## config.mk

```make
export PLATFORM = sky130hd
export DESIGN_NAME = note_sequencer
export DESIGN_NICKNAME = d
export VERILOG_FILES = /design/src/rtl/note_sequencer.sv
export SDC_FILE = /design/constraint.sdc
export NUM_CORES = 1
export LEC_CHECK = 0
export CAP_MARGIN = 20
export CORE_MARGIN = 2
export CORE_UTILIZATION = 40
export CTS_BUF_LIST = sky130_fd_sc_hd__clkbuf_4
export CTS_CLUSTER_SIZE = 24
export DETAILED_ROUTE_END_ITERATION = 7
export PLACE_DENSITY_LB_ADDON = 0.25
export SETUP_SLACK_MARGIN = 0.4
export SYNTH_ARGS = -nofsm -noshare
export SYNTH_HDL_FRONTEND = slang
export SYNTH_SLANG_ARGS = --single-unit
```

## constraint.sdc

```tcl
create_clock -name clk_i -period 7.7 [get_ports clk_i]
set_input_delay 1.54 -clock clk_i [delete_from_list [all_inputs] [get_ports clk_i]]
set_output_delay 1.54 -clock clk_i [all_outputs]
set_load 0.05 [all_outputs]
```

## src/rtl/note_sequencer.sv

```systemverilog
`default_nettype none
// +------------------------------------------------------------------------+
// | note_sequencer: manual / auto-play / guided tone player with scoring  |
// | Revision 1.0                                                           |
// +------------------------------------------------------------------------+
module note_sequencer #(
  parameter int NUM_KEYS    = 8,
  parameter int NUM_SONGS   = 2,
  parameter int SONG_LEN    = 32,
  parameter int BEAT_CYCLES = 25_000_000,
  parameter int DIV_W       = 18,
  localparam int SEL_W      = (NUM_SONGS > 1) ? $clog2(NUM_SONGS) : 1,
  localparam int ADDR_W     = (SONG_LEN > 1) ? $clog2(SONG_LEN) : 1,
  localparam int KEY_W      = $clog2(NUM_KEYS + 1)
) (
  input  logic                    clk_i,
  input  logic                    rst_ni,
  input  logic [1:0]              mode_i,
  input  logic                    start_i,
  input  logic [SEL_W-1:0]        song_sel_i,
  input  logic [NUM_KEYS-1:0]     keys_i,
  output logic [SEL_W+ADDR_W-1:0] rom_addr_o,
  input  logic [KEY_W:0]          rom_data_i,
  output logic [KEY_W-1:0]        pitch_idx_o,
  input  logic [DIV_W-1:0]        pitch_hp_i,
  output logic                    freq_o,
  output logic [NUM_KEYS-1:0]     led_o,
  output logic                    busy_o,
  output logic                    done_o,
  output logic [7:0]              hits_o,
  output logic [7:0]              misses_o
);

  localparam int BEAT_W = (BEAT_CYCLES > 1) ? $clog2(BEAT_CYCLES) : 1;
  localparam logic [BEAT_W-1:0] BEAT_LAST = BEAT_W'(BEAT_CYCLES - 1);
  localparam logic [ADDR_W-1:0] IDX_LAST  = ADDR_W'(SONG_LEN - 1);

  typedef enum logic [2:0] {
    S_IDLE, S_MANUAL, S_FETCH, S_WAIT, S_PLAY, S_GUIDE_WAIT, S_GUIDE_HOLD, S_REST
  } state_e;

  state_e              state_q, state_d;
  logic                start_q, keys_any_q;
  logic [1:0]          mode_q, mode_d;
  logic [SEL_W-1:0]    song_q, song_d;
  logic [ADDR_W-1:0]   idx_q, idx_d;
  logic [KEY_W-1:0]    note_q, note_d, press_q, press_d, pitch_prev_q;
  logic                last_q, last_d, hit_q, hit_d, freq_q, freq_d;
  logic [BEAT_W-1:0]   beat_q, beat_d;
  logic [7:0]          hits_q, hits_d, misses_q, misses_d;
  logic [DIV_W-1:0]    cnt_q, cnt_d, cnt_eff;
  logic [KEY_W-1:0]    key_code, pitch;
  logic [NUM_KEYS-1:0] led;
  logic                busy, abort, finish, advance, done, changed;

  function automatic logic [NUM_KEYS-1:0] one_hot(input logic [KEY_W-1:0] code);
    logic [NUM_KEYS-1:0] v;
    v = '0;
    for (int i = 0; i < NUM_KEYS; i++) v[i] = (code == KEY_W'(i + 1));
    return v;
  endfunction

  // Lowest set key wins; code 0 means no key.
  always_comb begin
    key_code = '0;
    for (int i = NUM_KEYS - 1; i >= 0; i--)
      if (keys_i[i]) key_code = KEY_W'(i + 1);
  end

  always_comb begin
    state_d  = state_q;  mode_d   = mode_q;   song_d  = song_q;  idx_d  = idx_q;
    note_d   = note_q;   last_d   = last_q;   beat_d  = beat_q;  hit_d  = hit_q;
    hits_d   = hits_q;   misses_d = misses_q; press_d = press_q;
    advance  = 1'b0;
    busy     = (state_q != S_IDLE) && (state_q != S_MANUAL);
    abort    = busy && (mode_i != mode_q);
    finish   = last_q || (idx_q == IDX_LAST);
    case (state_q)
      S_IDLE: begin
        if (mode_i == 2'b01) begin
          state_d = S_MANUAL;
        end else if (mode_i[1] && start_i && !start_q) begin
          state_d  = S_FETCH;
          mode_d   = mode_i;
          song_d   = song_sel_i;
          idx_d    = '0;
          note_d   = '0;
          last_d   = 1'b0;
          hits_d   = '0;
          misses_d = '0;
        end
      end
      S_MANUAL: if (mode_i != 2'b01) state_d = S_IDLE;
      S_FETCH:  state_d = S_WAIT;
      S_WAIT: begin
        note_d = rom_data_i[KEY_W-1:0];
        last_d = rom_data_i[KEY_W];
        beat_d = '0;
        if (!mode_q[0])                        state_d = S_PLAY;
        else if (rom_data_i[KEY_W-1:0] == '0)  state_d = S_REST;
        else                                   state_d = S_GUIDE_WAIT;
      end
      S_PLAY, S_REST: begin
        beat_d = beat_q + BEAT_W'(1);
        if (beat_q == BEAT_LAST) advance = 1'b1;
      end
      S_GUIDE_WAIT: begin
        if ((|keys_i) && !keys_any_q) begin
          press_d = key_code;
          hit_d   = (key_code == note_q);
          if (key_code == note_q) begin
            if (hits_q != 8'hFF) hits_d = hits_q + 8'd1;
          end else if (misses_q != 8'hFF) begin
            misses_d = misses_q + 8'd1;
          end
          state_d = S_GUIDE_HOLD;
        end
      end
      S_GUIDE_HOLD: begin
        if (!(|keys_i)) begin
          if (hit_q) advance = 1'b1;
          else       state_d = S_GUIDE_WAIT;
        end
      end
      default: state_d = S_IDLE;
    endcase
    if (advance) begin
      if (finish) begin
        state_d = S_IDLE;
      end else begin
        idx_d   = idx_q + ADDR_W'(1);
        state_d = S_FETCH;
      end
    end
    done = advance && finish && !abort;
    if (abort) state_d = S_IDLE;
  end

  // During the FETCH/WAIT gap the LED keeps showing the previous note.
  always_comb begin
    pitch = '0;
    led   = '0;
    case (state_q)
      S_MANUAL:                      begin pitch = key_code; led = one_hot(key_code); end
      S_PLAY:                        begin pitch = note_q;   led = one_hot(note_q);   end
      S_GUIDE_HOLD:                  begin pitch = press_q;  led = one_hot(note_q);   end
      S_FETCH, S_WAIT, S_GUIDE_WAIT: led = one_hot(note_q);
      default: ;
    endcase
  end

  // The cycle a pitch appears counts as count 0, so the first toggle lands PITCH_HP cycles later.
  always_comb begin
    changed = (pitch != pitch_prev_q);
    cnt_eff = changed ? '0 : cnt_q;
    cnt_d   = cnt_eff + DIV_W'(1);
    freq_d  = changed ? 1'b0 : freq_q;
    if ((pitch == '0) || (pitch_hp_i == '0)) begin
      cnt_d  = '0;
      freq_d = 1'b0;
    end else if (cnt_eff == pitch_hp_i - DIV_W'(1)) begin
      cnt_d  = '0;
      freq_d = ~freq_d;
    end
  end

  always_ff @(posedge clk_i or negedge rst_ni) begin
    if (!rst_ni) begin
      state_q      <= S_IDLE;
      start_q      <= 1'b1;
      keys_any_q   <= 1'b0;
      mode_q       <= '0;
      song_q       <= '0;
      idx_q        <= '0;
      note_q       <= '0;
      last_q       <= 1'b0;
      beat_q       <= '0;
      hit_q        <= 1'b0;
      press_q      <= '0;
      hits_q       <= '0;
      misses_q     <= '0;
      pitch_prev_q <= '0;
      cnt_q        <= '0;
      freq_q       <= 1'b0;
    end else begin
      state_q      <= state_d;
      start_q      <= start_i;
      keys_any_q   <= |keys_i;
      mode_q       <= mode_d;
      song_q       <= song_d;
      idx_q        <= idx_d;
      note_q       <= note_d;
      last_q       <= last_d;
      beat_q       <= beat_d;
      hit_q        <= hit_d;
      press_q      <= press_d;
      hits_q       <= hits_d;
      misses_q     <= misses_d;
      pitch_prev_q <= pitch;
      cnt_q        <= cnt_d;
      freq_q       <= freq_d;
    end
  end

  assign rom_addr_o  = {song_q, idx_q};
  assign pitch_idx_o = pitch;
  assign freq_o      = freq_q & (|pitch);
  assign led_o       = led;
  assign busy_o      = busy;
  assign done_o      = done;
  assign hits_o      = hits_q;
  assign misses_o    = misses_q;

endmodule
`default_nettype wire

```

==> run_results.csv <==
group,metric,value,unit
run_status,status,"finished, final reports clean",
route,viasPerCell,5.75,
logic_synthesis,synthTopCellsByCount,"dfrtp_1 (86), nand2_1 (76), o21ai_0 (70)",
timing,slew_headroom,25.4,%
timing,timing.final.ws_setup,1410,ps
logic_synthesis,synth_top_area_share,37.3,%
logic_synthesis,synth_top_cell_by_area,"dfrtp_1",
grt,grt-ovfl-total,0,
logic_synthesis,synth_top_family_by_area,"simple AND/OR/NAND/NOR gates",
worst_hold_path,min_from,"press_q[3]$_DFFE_PN0P_",
timing,setup_viol_count_final,0,
logic_synthesis,synth-edff-count,0,
grt,antenna_found_initial,0,
placement,gp_congestion,0.901,
clock_tree,numClockSinks,87,
final_layout,regArea,2180,sq um
power,p_leak,2.65,nW
critical_path,required,6160,ps
timing,rsz0062_at_grt,"no",
logic_synthesis,synth_flop_cell,"dfrtp_1",
timing,setup_tns,0,ps
route,routedWlPerCell,15.8,um
logic_synthesis,syn-cell-area,5770,sq um
die,coreArea,14000,sq um
critical_path,crit_path_end_kind,"output port",
clock_tree,ctsResizeCount,0,
logic_synthesis,synth_seq_cells,87,
logic_synthesis,synth.distinct_cells,74,
logic_synthesis,synthAdderAreaFrac,1.73,%
logic_synthesis,synthCells,689,
logic_synthesis,seq_area_frac_synth,37.7,%
power,p_per_area,236,nW/um^2
critical_path,crit_buf_inv,3,
run,maxCapViolCount,0,
grt,grt_pass1_wl,24.3,mm
critical_path,cp_cell_sequence,"clkdlybuf4s50_1 -> or4_1 -> nor3_1 -> inv_1 -> nor2_1 -> nand4_1 -> o41a_1 -> nor3_1 -> clkdlybuf4s50_1",
logic_synthesis,yosys.area_share.simple,29.0,%
timing,slew_viol_final,0,
route,final_antenna_net_count,0,
final_layout,multi_input_area,3340,sq um
final_layout,fin_nets,789,
route,drt_drc_violations_left,0,
logic_synthesis,synth_compound_area_share,16.8,%
clock_tree,cts-htree-levels,3,
timing,fmax,159,MHz
logic_synthesis,yosysWarnings,0,
power,ir_drop,0.000204,V
die,ioPinCount,74,
critical_path,crit_family,"simple AND/OR/NAND/NOR gates",
route,drt_wl_total,14.6,mm
timing,fin_crit_sh,81.7,%
timing,hold_viol,0,
clock_tree,clkSlewWorstSetupHoldPaths,130,ps
timing,skew,20.9,ps
clock_tree,hold_buffers,0,
critical_path,critPathSlowestCell,"clkdlybuf4s50_1",
clock_tree,cts_buffers,9,
logic_synthesis,synth_most_common_cell,"dfrtp_1",
die,die-area,15400,sq um
critical_path,max_stage_delay,860,ps
die,initial_core_util,41.3,%
route,firstDrtPassIters,5,
placement,placed_cell_area,6580,sq um
route,drt_iter0_markers,320,
critical_path,worst-setup-path-type,"in -> out",
grt,grt_use_total,19.6,%
grt,grt_pass1_vias,5066,
placement,place_ws,1400,ps
clock_tree,cts_tree,"built",
placement,io_buffer_count,73,
logic_synthesis,synth_xor_area_share,8.50,%
logic_synthesis,avgSynthCellArea,8.38,sq um
clock_tree,clock_latency,470,ps
worst_hold_path,min_path_type,"reg -> reg",
final_layout,fin_area,6710,sq um
critical_path,critPathLaunch,"keys_i[4]",
logic_synthesis,synth_area_leaders,"dfrtp_1 (37%), o21ai_0 (6.1%), nand2_1 (4.9%)",
critical_path,critPathArrivalTime,4750,ps
placement,dp_hpwl,10.5,mm
timing,period_minus_slack,6290,ps
critical_path,crit_fanout,4,
clock_tree,root_buffer,"clkbuf_4",
critical_path,r2r_start,"state_q[2]$_DFFE_PN0P_",
logic_synthesis,ys_async_sr_fraction,100,%
route,via_count,5340,
final_layout,fillers,1361,
critical_path,critPathLaunchType,"input pin",
die,row_count,43,
die,die_y,124,um
timing,worst_pin_slew,1120,ps
grt,grt_start_max_net_pins,54,
clock_tree,cts_setup_buffers,0,
final_layout,final_layout_size_suffix_gt1_share,6.01,%
logic_synthesis,synthMuxAreaShare,1.67,%
final_layout,area_growth,16.3,%
critical_path,rrSetupSlack,3710,ps
clock_tree,clock_path_buffers,2,
die,die_x,124,um
final_layout,diodes,0,
logic_synthesis,synth_nets,734,
path summary, 6_finish.rpt:
check                                          to  depth (start not counted)
setup / recovery                           done_o                          9
hold reg to reg            press_q[3]$_DFFE_PN0P_                          2
setup reg to reg               cnt_q[7]$_DFF_PN0_                          9
hold / removal             press_q[3]$_DFFE_PN0P_                          2
max in group asynchronous  press_q[1]$_DFFE_PN0P_                          2
min in group asynchronous   mode_q[0]$_DFFE_PN0P_                          1
state kept, by name (all words and copies together) (netlist names), 2 cells and up:
register      count
pitch_prev_q      4
idx_q             5
beat_q           25
cnt_q            18
note_q            4
hits_o            8
press_q           4
misses_o          8
mode_q            2
state_q           3
through the flow:
stage / hold WS, ps / power [W] / std cells / utilization [%]
after floorplan: 443 / 0.00114 / 689 / -
after global placement: 460 / 0.00133 / 911 / 47.1
after detailed placement: 472 / 0.00135 / 911 / 47.1
after CTS: 494 / 0.00159 / 927 / 47.9
after global routing: 508 / 0.00170 / 929 / 48.0
final: 498 / 0.00159 / 929 / 48.0
placed cells by master (no fill, tap or decap), types with 6 or more instances in the layout:
master	n
clkbuf_4	9
dfrtp_1	86
ha_1	8
o21ai_0	70
or3_1	7
nor4_1	9
clkdlybuf4s50_1	72
inv_1	24
nor2_1	56
xnor2_1	30
nand3_1	34
xor2_1	26
o31ai_1	7
nand4_1	21
and2_1	11
nand2_1	76
nand3b_1	6
a21oi_1	13
nand2b_1	6
nor3_1	33
a31oi_1	10
and3_1	18
or2_2	6
and4_1	6
worst reg2reg max path: stages (launching register included):
cell and delay (ps):
dfrtp_1 690, nor2b_1 470, a22oi_1 140, o221ai_1 450
xor2_1 280, or3_1 580, o211ai_1 190, a2111o_1 500
o21ai_4 430, nor3_1 110
final cells by class:
class | count | share of cell area, %
repair buffers | 78 | 11.4
clock buffers | 9 | 1.01
multi-input cells | 544 | 49.7
clock inverters | 7 | 0.708
well taps | 180 | 3.35
inverters | 24 | 1.34
flip-flops and latches | 87 | 32.4
report_power, final:
group	total (W)	leakage [nW]	internal (W)	switching (W)
registers	0.000586	1.18	0.000505	0.0000811
clock network	0.000238	0.0641	0.0000671	0.000171
logic	0.000761	1.41	0.000257	0.000504
per-layer routing:
layer	vias up	track usage (%)	wire (um)
met1	2570	26.7	6880
li1	2606	-	-
met2	143	31.8	6830
met3	21	3.89	697
met5	-	0	0
met4	0	5.83	225
kinds of logic (layout without fill, tap and decap cells):
group,Yosys count,after routing
flip-flops,87,87
adder cells (fa/ha/maj),8,8
buffers and inverters,58,118
XOR/XNOR,56,56
multiplexers,9,9
AND/OR/NAND/NOR,321,321
AO/OA/AOI/OAI,150,150
(Power assumes the default switching activity.)
==> edit 1, RTL diff (same flow settings) <==
Re-encode `state_e` (8 states) as one-hot, 8 bits wide.
--- a/src/rtl/note_sequencer.sv
+++ b/src/rtl/note_sequencer.sv
@@ -35,8 +35,8 @@
   localparam logic [BEAT_W-1:0] BEAT_LAST = BEAT_W'(BEAT_CYCLES - 1);
   localparam logic [ADDR_W-1:0] IDX_LAST  = ADDR_W'(SONG_LEN - 1);
 
-  typedef enum logic [2:0] {
-    S_IDLE, S_MANUAL, S_FETCH, S_WAIT, S_PLAY, S_GUIDE_WAIT, S_GUIDE_HOLD, S_REST
+  typedef enum logic [7:0] {
+    S_IDLE = 8'b00000001, S_MANUAL = 8'b00000010, S_FETCH = 8'b00000100, S_WAIT = 8'b00001000, S_PLAY = 8'b00010000, S_GUIDE_WAIT = 8'b00100000, S_GUIDE_HOLD = 8'b01000000, S_REST = 8'b10000000
   } state_e;
 
   state_e              state_q, state_d;
Behaviour: no difference found for any inputs over 4 cycles, from zero or initial values and one cycle with rst_ni low; so few cycles prove little.
==> edit 1 against the unedited design <==
Sequential cell count is 5 higher; register-to-register slack got worse by 440 ps; via count shrank 2.6%; wire length down 3.5%; utilization increased by 0.36 points; non-clock buffer count is 4 lower; cell area is 0.75% higher; setup slack improved by 47 ps; count of clock-buffer cells in the layout unchanged; area after synthesis about the same; die area about the same; first-iteration DRC count rose by 30%; critical endpoint is now freq_o.
Power is not compared: it rests on default switching activity, and its combinational part moved more than twofold at a synthesized area within 25%.
==> edit 1: results <==
group,metric,value,unit
finish,nets,774,
critical_path,slowest_stage,"or4_2",
synthesis,synth-seq-area-share,40.0,%
placement,port_buffers,73,
synthesis,yosys-top-cells-count,"90 x dfrtp_1, 66 x nand2_1, 62 x nor2_1",
clock_network,cts-root-buf,"clkbuf_4",
clock_network,clock_path_buffers,2,
finish,fill_cells,1340,
global_route,grt_usage,19.1,%
clock_network,h-tree-depth,3,
critical_path,reg2reg_depth,14,
critical_path,crit_arrival,4700,ps
synthesis,async_reset_ff_share,100,%
finish,layout-drive-gt1-share,5.04,%
placement,place_ws,1450,ps
critical_path,slowest_delay,700,ps
min_path,min_to,"beat_q[24]$_DFFE_PN0P_",
sta,hold_violations,0,
sta,skew,22.1,ps
clock_network,post-cts-setup-buffers,0,
placement,hpwl,10.5,mm
global_route,grt_pass1_vias,4907,
sta,worst_pin_slew,1080,ps
detailed_routing,routed_via_density,5.69,
critical_path,rrSetupSlack,3270,ps
critical_path,crit_end,"freq_o",
critical_path,critical-path-top-delay-family,"simple AND/OR/NAND/NOR gates",
critical_path,r2r-start,"state_q[4]$_DFFE_PN0P_",
detailed_routing,drtIter0Drc,415,
clock_network,clkTransAtPathRegs,150,ps
power,p_leak,2.69,nW
critical_path,startpoint,"keys_i[5]",
synthesis,ys_top_cells_by_area,"dfrtp_1 39%, xnor2_1 4.7%, o21ai_0 4.6%",
min_path,min_from,"beat_q[24]$_DFFE_PN0P_",
global_route,grt_max_degree,52,
min_path,hold_class,"reg2reg",
placement,globalplace.congestion,0.896,
sta,period_share,81.1,%
synthesis,ys_types,72,
sta,holdWs,493,ps
global_route,grt_pass1_wl,23.6,mm
synthesis,synth_fp_nets,715,
status,status,"completed",
critical_path,timing.rr.end,"cnt_q[14]$_DFF_PN0_",
min_path,whs_path_depth,1,
detailed_routing,post_drt_wl_per_cell,15.4,um
==> edit 1: cell types whose count changed after synthesis, moves of 6 or more <==
cell     change
o21ai_0     -17
nor2_1       +6
nand4_1      -7
nor4_1       +6
nand3_1     +14
nand2_1     -10
==> edit 1: kinds of logic (layout without fill, tap and decap cells) <==
| family | count (synthesis) | count (layout) | synth area share, % |
|---|---|---|---|
| simple gates | 330 | 330 | 30.0 |
| compound gates | 124 | 124 | 14.2 |
| flops | 92 | 92 | 40.0 |
| xor+xnor | 58 | 58 | 8.81 |
| buf+inv | 49 | 113 | 3.71 |
| mux | 9 | 9 | 1.61 |
| fa+ha+maj | 8 | 8 | 1.74 |
==> edit 1: power groups by stage <==
stage,Sequential (W),Clock (W),Combinational (W)
after global placement,0.000549,0,0.000305
after detailed placement,0.000550,0,0.000308
after floorplan,0.000551,0,0.000209
final,0.000542,0.000307,0.000311
after CTS,0.000541,0.000317,0.000309
after global routing,0.000547,0.000339,0.000340
==> edit 1: through the flow <==
step	util (%)	std cells	area (um2)
after detailed placement	47.2	898	6600
after global placement	47.2	898	6600
after global routing	48.4	914	6760
after CTS	48.4	914	6760
after floorplan	-	670	5770
final	48.4	914	6760
==> edit 1: final cells by class <==
type                            count  area share, %
Multi-Input combinational cell    529           48.0
Sequential cell                    92           34.1
Timing Repair Buffer               74           10.9
Tap cell                          180           3.33
Clock inverter                      7           1.41
Inverter                           23           1.28
Clock buffer                        9          0.999
==> edit 1: layer usage <==
layer,vias to the layer above,share of wire [%],global-route usage [%],wire (um)
met3,25,5.6,5.17,787
met1,2500,47,26.5,6700
met4,0,2.2,6.18,312
met5,-,0,0,0
li1,2534,-,-,-
met2,140,45,29.1,6320
==> edit 2, RTL diff (same flow settings) <==
Without the edit above. Set the parameter `NUM_SONGS` to 4 (it was 2).
--- a/src/rtl/note_sequencer.sv
+++ b/src/rtl/note_sequencer.sv
@@ -5,7 +5,7 @@
 // +------------------------------------------------------------------------+
 module note_sequencer #(
   parameter int NUM_KEYS    = 8,
-  parameter int NUM_SONGS   = 2,
+  parameter int NUM_SONGS   = 4,
   parameter int SONG_LEN    = 32,
   parameter int BEAT_CYCLES = 25_000_000,
   parameter int DIV_W       = 18,
Ports: changed (resized rom_addr_o and song_sel_i); port bits go from 74 to 76. No check against the original RTL was run, so the function may have changed too.
==> edit 2 against the unedited design <==
Sequential cell count increased by 1; worst hold slack worse by 11 ps; count of clock-buffer cells in the layout increased by 2; wire length down 0.78%; cell area rose by 2.6%; setup slack worse by 310 ps; total power shrank 0.40%; area after synthesis rose by 2.2%.
==> edit 2: results <==
group,metric,value,unit
detailed_routing,wl,14.5,mm
placement,place_inst,923,
finish,fill_cells,1414,
finish,nets,796,
clock_network,clkTransAtPathRegs,130,ps
power,vdd_ir_drop_max,178,uV
detailed_routing,vias,5300,
sta,skew,23.4,ps
synthesis,synth_fp_nets,740,
detailed_routing,first_pass_iters,4,
sta,setup_tns,0,ps
global_route,antenna_found_initial,1,
finish,reg_top3,"beat_q (25), cnt_q (18)",
critical_path,slowest_delay,870,ps
global_route,grt_pass1_vias,5131,
status,status,"completed",
synthesis,ys_types,79,
synthesis,async_reset_ff_share,100,%
critical_path,critical-path-top-delay-family,"simple AND/OR/NAND/NOR gates",
clock_network,cts_buffers,9,
placement,globalplace.congestion,0.861,
clock_network,h-tree-depth,3,
global_route,grt_max_degree,56,
synthesis,yosys-top-cells-count,"87 x dfrtp_1, 87 x nand2_1, 67 x o21ai_0",
global_route,grt_pass1_wl,24.7,mm
detailed_routing,drtIter0Drc,413,
critical_path,crit_fanout,5,
synthesis,synthCells,694,
synthesis,ys_top_cells_by_area,"dfrtp_1 37%, o21ai_0 5.7%, nand2_1 5.5%",
clock_network,clock_latency,460,ps
synthesis,yosys_warnings,0,
finish,layout-drive-gt1-share,7.68,%
detailed_routing,post_drt_wl_per_cell,15.4,um
synthesis,synth_edf_count,0,
clock_network,cts_resized,0,
placement,place_ws,1160,ps
synthesis,synth-seq-area-share,37.4,%
sta,maxSlewHeadroom,30.3,%
global_route,grt_usage,18.8,%
placement,hpwl,10.6,mm
clock_network,post-cts-setup-buffers,0,
critical_path,slowest_stage,"clkdlybuf4s50_1",
clock_network,cts-root-buf,"clkbuf_4",
placement,port_buffers,75,
power,p_leak,2.79,nW
min_path,hold_class,"reg2reg",
critical_path,crit_arrival,5060,ps
clock_network,clock_path_buffers,2,
-- edit 2: cell types whose count changed in the layout (fill, tap and decap cells not counted), sizes merged, moves of 5 or more --
cell / unedited run / this run
nand2: 76 / 87
nor2: 56 / 66
xnor2: 30 / 21
a21oi: 13 / 21
nand2b: 6 / 14
and4: 6 / 0
inv: 26 / 20
nand3b: 6 / 1
nand4: 21 / 16
-- edit 2: final timing paths --
| check | from | to | slack, ps | cells after the start |
|---|---|---|---|---|
| max in group asynchronous | rst_ni | cnt_q[13]$_DFF_PN0_ | 5630 | 2 |
| worst max register to register | state_q[0]$_DFFE_PN0P_ | cnt_q[12]$_DFF_PN0_ | 3090 | 13 |
| min in group asynchronous | rst_ni | misses_o[7]$_DFFE_PN0P_ | 990 | 1 |
| worst min register to register | beat_q[24]$_DFFE_PN0P_ | beat_q[24]$_DFFE_PN0P_ | 490 | 1 |
| worst max-delay path | keys_i[4] | done_o | 1100 | 10 |
| worst min-delay path | beat_q[24]$_DFFE_PN0P_ | beat_q[24]$_DFFE_PN0P_ | 490 | 1 |
-- edit 2: per-stage QoR --
step	hold WS, ps	area, um2
floorplan	442	5900
finish	487	6890
detailed placement	472	6740
global placement	461	6740
CTS	497	6880
global route	529	6890
-- edit 2: logic make-up after synthesis --
logic type / Yosys count / share of synthesized area, %
muxes: 9 / 1.68
adders and majority gates: 8 / 1.70
buffers and inverters: 51 / 3.80
and+or+nand+nor: 334 / 29.7
xor gates and xnor gates: 53 / 9.38
AOI/OAI and AO/OA: 151 / 16.4
DFF: 88 / 37.4
-- edit 2: layout make-up --
cell class | count | area (um2) | share of cell area, %
multi-input cells | 555 | 3470 | 50.5
clock inverters | 5 | 56.3 | 0.818
well taps | 184 | 230 | 3.34
inverters | 19 | 71.3 | 1.04
diodes | 2 | 5.00 | 0.0727
repair buffers | 77 | 763 | 11.1
flip-flops and latches | 88 | 2200 | 32.0
clock buffers | 11 | 82.6 | 1.20
-- edit 2: worst reg2reg max path: stages, from the launching register on --
cell     delay, ps
dfrtp_1        750
or3b_2         550
o32ai_1        610
xor2_1         150
a221o_1        490
nor2_1         530
and2_1         250
ha_1           190
nand3_1        150
nor2_1         210
and2_1         230
nand3_1        120
xnor2_1        190
nor3_2          50
-- edit 2: layer usage --
| metal | part of all wire, % | vias up | global-route usage (%) |
|---|---|---|---|
| met5 | 0 | - | 0 |
| met4 | 1.7 | 0 | 6.21 |
| met3 | 4.1 | 16 | 3.68 |
| met2 | 47 | 111 | 29.4 |
| met1 | 47 | 2560 | 26.1 |
| li1 | - | 2613 | - |
-- edit 2: where the power goes --
part	switching [W]	total [W]	internal [W]	leakage, nW
clock network	0.000160	0.000266	0.000107	0.0789
logic	0.000493	0.000728	0.000235	1.51
registers	0.0000779	0.000585	0.000507	1.19
